--- src/rtl/ps2_msg_framer_pkg.sv ---
// ---------------------------------------------------------------------------
// ps2_pkg
// Shared definitions for the PS/2 message framer.
//   ps2_state_t        : framer FSM states (SEARCH, COLLECT, DONE)
//   PS2_DEF_MSG_BYTES  : default number of bytes per message
//   PS2_DEF_SYNC_BIT   : default bit index that marks a first byte
//   PS2_DEF_TIMEOUT    : default idle cycles before a partial message is dropped
// ---------------------------------------------------------------------------
package ps2_pkg;

  typedef enum logic [1:0] {
    SEARCH  = 2'd0,
    COLLECT = 2'd1,
    DONE    = 2'd2
  } ps2_state_t;

  localparam int PS2_DEF_MSG_BYTES = 3;
  localparam int PS2_DEF_SYNC_BIT  = 3;
  localparam int PS2_DEF_TIMEOUT   = 1024;

endpackage

--- src/rtl/ps2_msg_framer_gap_timer.sv ---
// ---------------------------------------------------------------------------
// ps2_gap_timer
// Counts idle cycles inside a message and flags the cycle on which the gap
// has lasted TIMEOUT cycles.
//   clk    : rising-edge clock
//   reset  : synchronous, active-high reset
//   clear  : forces the count back to zero (byte accepted / not collecting)
//   tick   : one idle cycle inside a message
//   expire : combinational, high on the idle cycle that completes the gap
// ---------------------------------------------------------------------------
module ps2_gap_timer
  import ps2_pkg::*;
#(
  parameter int TIMEOUT = PS2_DEF_TIMEOUT
) (
  input  logic clk,
  input  logic reset,
  input  logic clear,
  input  logic tick,
  output logic expire
);

  localparam int CW = $clog2(TIMEOUT);
  localparam logic [CW-1:0] LAST = CW'(TIMEOUT - 1);

  logic [CW-1:0] count;

  // The count holds the number of idle cycles already seen, so the
  // TIMEOUT-th idle cycle is the one where the count equals TIMEOUT-1.
  // Clear wins over tick so an accepted byte always restarts the gap.
  always_ff @(posedge clk) begin
    if (reset || clear) begin
      count <= '0;
    end else if (tick) begin
      count <= count + 1'b1;
    end
  end

  assign expire = tick && (count == LAST);

endmodule

--- src/rtl/ps2_msg_framer.sv ---
// ---------------------------------------------------------------------------
// ps2_msg_framer
// Groups a stream of received bytes into fixed-length messages. A message
// starts with a byte whose SYNC_BIT is set; the following MSG_BYTES-1 bytes
// are taken without checking. The finished message is published on
// msg_data together with a one-cycle done pulse.
//
// Build option: define PS2_FRAMER_TIMEOUT_EN to compile in the gap timeout,
// which throws away a partial message after TIMEOUT idle cycles and pulses
// drop. Without it, drop is tied low and a partial message waits forever.
//
// Ports
//   clk      : rising-edge clock
//   reset    : synchronous, active-high reset
//   in_valid : in_data carries a byte this cycle
//   in_data  : received byte
//   done     : one-cycle pulse, msg_data holds a fresh message
//   msg_data : last complete message, first byte in the top 8 bits
//   drop     : one-cycle pulse, a partial message was discarded by timeout
// ---------------------------------------------------------------------------
module ps2_msg_framer
  import ps2_pkg::*;
#(
  parameter int MSG_BYTES = PS2_DEF_MSG_BYTES,
  parameter int SYNC_BIT  = PS2_DEF_SYNC_BIT,
  parameter int TIMEOUT   = PS2_DEF_TIMEOUT
) (
  input  logic                   clk,
  input  logic                   reset,
  input  logic                   in_valid,
  input  logic [7:0]             in_data,
  output logic                   done,
  output logic [8*MSG_BYTES-1:0] msg_data,
  output logic                   drop
);

  localparam int IW = $clog2(MSG_BYTES + 1);
  localparam logic [IW-1:0] LAST_IDX = IW'(MSG_BYTES - 1);
  localparam logic [IW-1:0] ONE_IDX  = IW'(1);

  // Reject configurations outside the supported ranges at elaboration.
  if (MSG_BYTES < 2 || MSG_BYTES > 8 || SYNC_BIT < 0 || SYNC_BIT > 7 ||
      TIMEOUT < 2 || TIMEOUT > 65535) begin : g_bad_param
    $error("ps2_msg_framer: parameter out of range");
  end

  ps2_state_t state;
  logic [IW-1:0] idx;
  logic [7:0] byte_buf [0:MSG_BYTES-2];
  logic [8*MSG_BYTES-1:0] full_msg;
  logic sync_hit;
  logic expire;

  // A first byte is recognised in SEARCH and, so that back-to-back messages
  // lose no cycle, also in DONE.
  assign sync_hit = in_valid && in_data[SYNC_BIT];

  // The finished message is the buffered leading bytes plus the byte being
  // accepted right now, so msg_data can load on the same edge that takes the
  // last byte. Only this path ever reaches msg_data, which keeps partial
  // messages off the output.
  always_comb begin
    full_msg = '0;
    for (int i = 0; i < MSG_BYTES - 1; i++) begin
      full_msg[8*(MSG_BYTES-1-i) +: 8] = byte_buf[i];
    end
    full_msg[7:0] = in_data;
  end

  // Byte buffer for everything except the last byte. It needs no reset:
  // stale contents are always overwritten before they can be published.
  always_ff @(posedge clk) begin
    if (state != COLLECT) begin
      if (sync_hit) begin
        byte_buf[0] <= in_data;
      end
    end else if (in_valid) begin
      for (int i = 0; i < MSG_BYTES - 1; i++) begin
        if (idx == IW'(i)) begin
          byte_buf[i] <= in_data;
        end
      end
    end
  end

  // Main framing FSM. done is set on the edge that enters DONE, which makes
  // it a registered pulse that lines up exactly with the DONE state.
  always_ff @(posedge clk) begin
    if (reset) begin
      state    <= SEARCH;
      idx      <= '0;
      done     <= 1'b0;
      msg_data <= '0;
    end else begin
      done <= 1'b0;
      case (state)
        SEARCH, DONE: begin
          if (sync_hit) begin
            idx   <= ONE_IDX;
            state <= COLLECT;
          end else begin
            idx   <= '0;
            state <= SEARCH;
          end
        end
        COLLECT: begin
          if (in_valid) begin
            if (idx == LAST_IDX) begin
              msg_data <= full_msg;
              idx      <= '0;
              done     <= 1'b1;
              state    <= DONE;
            end else begin
              idx <= idx + 1'b1;
            end
          end else if (expire) begin
            idx   <= '0;
            state <= SEARCH;
          end
        end
        default: begin
          idx   <= '0;
          state <= SEARCH;
        end
      endcase
    end
  end

`ifdef PS2_FRAMER_TIMEOUT_EN
  logic drop_q;

  // The gap only runs while collecting; any accepted byte restarts it, and
  // leaving COLLECT holds it at zero so every new message starts fresh.
  ps2_gap_timer #(
    .TIMEOUT(TIMEOUT)
  ) u_gap_timer (
    .clk   (clk),
    .reset (reset),
    .clear ((state != COLLECT) || in_valid),
    .tick  ((state == COLLECT) && !in_valid),
    .expire(expire)
  );

  // drop follows the expiry cycle by one edge, matching the return to SEARCH.
  always_ff @(posedge clk) begin
    if (reset) begin
      drop_q <= 1'b0;
    end else begin
      drop_q <= expire;
    end
  end

  assign drop = drop_q;
`else
  assign expire = 1'b0;
  assign drop   = 1'b0;
`endif

endmodule

--- config.mk ---
export PLATFORM = sky130hd
export DESIGN_NAME = ps2_msg_framer
export DESIGN_NICKNAME = d
export VERILOG_FILES = /design/src/rtl/ps2_msg_framer_pkg.sv /design/src/rtl/ps2_msg_framer_gap_timer.sv /design/src/rtl/ps2_msg_framer.sv
export SDC_FILE = /design/constraint.sdc
export NUM_CORES = 1
export LEC_CHECK = 0
export CAP_MARGIN = 0
export CORE_UTILIZATION = 50
export DETAILED_ROUTE_END_ITERATION = 10
export PLACE_DENSITY = 0.79
export SLEW_MARGIN = 25
export SYNTH_ARGS = -nofsm -noshare
export SYNTH_HDL_FRONTEND = slang
export SYNTH_SLANG_ARGS = --single-unit
export TNS_END_PERCENT = 50
--- constraint.sdc ---
create_clock -name clk -period 1.95 [get_ports clk]
set_input_delay 0.2925 -clock clk [delete_from_list [all_inputs] [get_ports clk]]
set_output_delay 0.2925 -clock clk [all_outputs]
set_load 0.03 [all_outputs]
Word-level counts from Yosys, hierarchy flattened
Memories as Yosys holds them, arrays and structs flattened. A register that Yosys moved wholly into a read port is not among the register bits.
Index checks and enable logic that the tools add are counted.
{ "totals": {"out_inout_bits": 26, "ff_bits": 29, "in_bits": 11, "mem_bits_rw": 16, "n_memories": 1, "elab_cells": 47} }
{ "op_classes": {"mux": 23, "n_bitwise": 3, "n_eq_ne": 7, "n_reduce_logical": 8, "addsub": 1} }
{ "memory_table": {"columns": ["memory", "words", "width", "rd", "rd_ports_with_merged_regs", "wr", "line", "source"], "rows": [
  ["byte_buf", 2, 8, 2, 2, 1, "ps2_msg_framer.sv:49", "logic [7:0] byte_buf [0:MSG_BYTES-2];"]
]} }
{ "ops": {"columns": ["op", "count"], "rows": [
  ["8-bit 2-to-1 mux", 2],
  ["1-bit 2-to-1 mux", 15],
  ["2-bit 2-to-1 mux", 4],
  ["2-bit one-hot mux with 2 select lines", 2],
  ["8-bit OR reduction", 1],
  ["2-bit by 1-bit equality test with 1-bit output, second input constant", 2],
  ["2-bit equality test, second input constant", 2],
  ["2-bit zero test", 2],
  ["2-bit != test, second input constant", 2],
  ["3-bit AND reduction", 1],
  ["3-bit OR reduction", 1],
  ["2-bit by 1-bit adder with 2-bit output, second input constant", 1],
  ["2-bit by 1-bit != test with 1-bit output, second input constant", 1],
  ["1-bit inverter", 2],
  ["2-bit AND reduction", 1],
  ["2-bit OR reduction", 1],
  ["1-bit logical AND", 1],
  ["1-bit bitwise OR", 1]
]} }

Logic depth before layout (Yosys ltp)
{ "depth": {"depth_word": 7, "mapped_depth": 5, "depth_no_buf": 3} }

Worst setup path before layout
Ideal clock, no wire load.
{ "synth_path": {"path_kind": "register -> register", "start": "register state[1]", "end": "memory byte_buf[0][0] (enable)", "setup_time_ns": 0.375, "t_arrival_ns": 1.338, "period_less_slack_ns": 1.713, "path_buffers": 1, "path_slack_ns": 0.237, "path_stages_with_launch": 5, "required_time_ns": 1.575, "path_cell_list": "dfxtp_1 -> nand2b_1 -> buf_4 -> or3_1 -> a21boi_1"} }
{ "synth_between": {"elab_chain_len": 5, "word_cells_on_any_way": 11, "cone_classes": "eq/ne (1); mux (8); bitwise (1); reduce/logical (1)"} }
{ "synth_lines": {"columns": ["element", "line", "source"], "rows": [
  ["start: declaration", "ps2_msg_framer.sv:47", "ps2_state_t state;"],
  ["start signal: assignment", "ps2_msg_framer.sv:90", "state <= SEARCH;"],
  ["start signal: assignment", "ps2_msg_framer.sv:100", "state <= COLLECT;"],
  ["start signal: assignment", "ps2_msg_framer.sv:103", "state <= SEARCH;"],
  ["2-bit by 1-bit != test with 1-bit output *", "ps2_msg_framer.sv:73", "if (state != COLLECT) begin"],
  ["1-bit 2-to-1 mux", "ps2_msg_framer.sv:73", null],
  ["1-bit 2-to-1 mux (on tied branches)", "ps2_msg_framer.sv:80, ps2_msg_framer.sv:75", null],
  ["8-bit OR reduction (no line) or 1-bit bitwise OR (tied branches)", null, null],
  ["1-bit 2-to-1 mux (no line)", null, null],
  ["end: declaration", "ps2_msg_framer.sv:49", null]
]} }
Every way passes the cells marked *; elsewhere a longest branch is shown, timed or not.

Final worst setup path
{ "layout_path": {"start": "register msg_data[0]", "end": "output port msg_data[0]"} }
{ "layout_rtl": {"columns": ["element", "line", "source"], "rows": [
  ["start: declaration", "ps2_msg_framer.sv:33", "output logic [8*MSG_BYTES-1:0] msg_data,"],
  ["start signal: assignment", "ps2_msg_framer.sv:109", "msg_data <= full_msg;"]
]} }
No word-level cell between the ends.

==> flow_summary_export.csv <==
group,metric,value,unit
run_status,outcome,"complete, no violations",
power_and_ir_drop,ir_drop,0.460,mV
setup_path,start_kind,"flop",
place,portBuffers,35,
setup_path,cp.required,1.66,ns
detailed_routing,firstDrtPassIters,4,
synth,syn_area,1830,µm²
synth,synth-seq-area-share,58.1,%
min_path,holdPathEnd,"msg_data[12]",
floorplanning,core_area,3420,µm²
synth,syn_area_per_cell,12.4,µm²
floorplanning,ios,37,
timing,setup-tns-final,0,ns
global_routing,grt_max_degree,54,
clock_network,holdBufCountCts,0,
clock_network,h-tree-depth,2,
timing,fmax,590,MHz
min_path,whs_path_depth,2,
min_path,hold_path.class,"reg2reg",
layout,synthToLayoutAreaGrowth,23.7,%
layout,seqCellArea,1060,µm²
setup_path,worstPathArrival,1.40,ns
detailed_routing,drt_wl_total,2.92,mm
clock_network,post_cts_buffers,0,
layout,multiInputGateArea,692,µm²
power_and_ir_drop,powerDensity,665,nW/µm²
synth,postSynthNetCount,158,
global_routing,grt_first_pass_wirelength,5.11,mm
layout,drive_gt1_share,6.99,%
synth,synth_warnings,0,
timing,rsz0062_at_grt,"no",
floorplanning,fp.dieH,62.4,µm
floorplanning,row_count,21,
floorplanning,die_area,3900,µm²
power_and_ir_drop,leakagePower,0.000775,µW
setup_path,crit_path_end_kind,"output pin",
clock_network,root_buffer,"clkbuf_4",
synth,ys_ff_latch,45,
timing,setup_ws,0.255,ns
setup_path,crit_slowest_cell,"clkdlybuf4s50_1",
clock_network,clock_latency,0.36,ns
detailed_routing,vias_per_cell,4.84,
timing,slew_viol_final,0,
global_routing,grt_overflow_total,0,
setup_path,r2r-end,"byte_buf[0][4]",
place,hpwl,2.03,mm
layout,n_fill_cell,283,
detailed_routing,drt-initial-drc-count,43,
setup_path,cp_top_family,"buffers and inverters",
clock_network,cts.sinks,45,
setup_path,crit_fanout,2,
clock_network,numCtsBuffers,5,
layout,final_cell_mix,"nand2b_1, clkdlybuf4s50_1, dfxtp_1",
timing,period_share,86.9,%
floorplanning,initial_core_util,53.5,%
detailed_routing,wire_per_inst,12.6,µm
synth,syn_inst,147,
global_routing,track_usage,17.1,%
timing,hold_viol,0,
global_routing,antenna_found_initial,0,
detailed_routing,vias,1124,
detailed_routing,drc,0,
setup_path,reg2reg_from,"state[1]",
layout,mostFrequentLayoutCell,"nand2b_1",
clock_network,cts_resized,0,
setup_path,path_buf_inv,1,
setup_path,max_stage_delay,0.69,ns
floorplanning,die_w,62.4,µm
setup_path,r2r_slack,0.56,ns
timing,setup_viol,0,
detailed_routing,antenna_left,0,
setup_path,cp_cell_sequence,"clkdlybuf4s50_1",
global_routing,grt_pass1_vias,1095,
timing,skew,0.00492,ns
timing,period_minus_slack,1.69,ns
clock_network,cts.path.max_buffers,2,
layout,num_antenna_cells,0,
flow_run,maxCapViolCount,0,
place,gp_congestion,0.761,
place,dpl_worst_slack,0.259,ns
layout,final_nets,196,
setup_path,worst_r2r_path_depth,4,
setup_path,worstSetupPathType,"reg2out",
min_path,hp-start,"msg_data[12]",
clock_network,path_clk_slew,0.12,ns
clock_network,cts_tree,"done",
synth,synth_cell_type_count,22,
## worst min-delay path, stage by stage (launching register included)
cell and delay (ns):
dfxtp_1 0.33, nand2b_1 0.06, mux2i_1 0.05
## sequential cells by signal (all words and copies together) (netlist names)
name / count
byte_buf: 16
done: 1
idx: 2
state: 2
msg_data: 24
## through the flow
step	util, %	instance area [µm²]	power, µW	hold WS [ns]	instances
2_1_floorplan	-	1830	1070	0.391	147
3_3_place_gp	64.7	2210	1110	0.459	224
3_5_place_dp	64.7	2210	1110	0.468	224
4_1_cts	66.2	2260	1520	0.487	232
5_1_grt	66.2	2260	1570	0.508	232
6_report	66.2	2260	1500	0.478	232
## layer usage
metal | track usage, % | routed length, µm | vias up
met5 | 0 | 0 | -
met4 | 7.85 | 60 | 0
met3 | 5.11 | 106 | 6
met2 | 28.1 | 1490 | 18
met1 | 20.7 | 1260 | 534
li1 | - | - | 566
## cell type report
| type | instances | area share, % |
|---|---|---|
| clock buffer | 7 | 1.99 |
| sequential | 45 | 47.0 |
| timing repair buffer | 40 | 17.7 |
| multi-input combinational | 93 | 30.6 |
| clock inverter | 1 | 0.166 |
| tap | 46 | 2.55 |
## worst max path at each step
stage	to	slack [ns]	from	depth (start not counted)
after floorplan	byte_buf[0][0]	0.24	state[1]	4
after global placement	msg_data[7]	0.33	in_valid	5
after detailed placement	msg_data[10]	0.26	in_valid	5
after CTS	msg_data[0]	0.23	msg_data[0]	1
after global routing	msg_data[0]	0.19	msg_data[0]	1
final	msg_data[0]	0.26	msg_data[0]	1
## Yosys cell counts (all sizes together)
cell	n	area, µm²
dfxtp	29	581
or3	1	6.26
nor2b	1	6.26
o21ai	1	5.00
mux2i	24	240
conb	1	3.75
a211oi	1	7.51
edfxtp	16	480
buf	4	55.1
nand2	2	7.51
a21boi	1	7.51
nor3b	1	7.51
nor3	2	10.0
nand3b	3	35.0
clkbuf	5	18.8
and2b	1	8.76
nor2	2	23.8
a21oi	2	10.0
nand2b	50	313
## logic make-up after synthesis
group | share of synthesized area [%]
other | 0.205
muxes | 13.2
buffers and inverters | 4.04
DFF | 58.1
AOI/OAI and AO/OA | 1.64
and+or+nand+nor | 22.9
## power breakdown
part,total [µW],switching (µW),internal [µW]
Combinational,97.0,45.9,51.2
Clock,414,275,139
Sequential,992,5.43,987
Note: power is estimated with default switching activity, not from simulation.
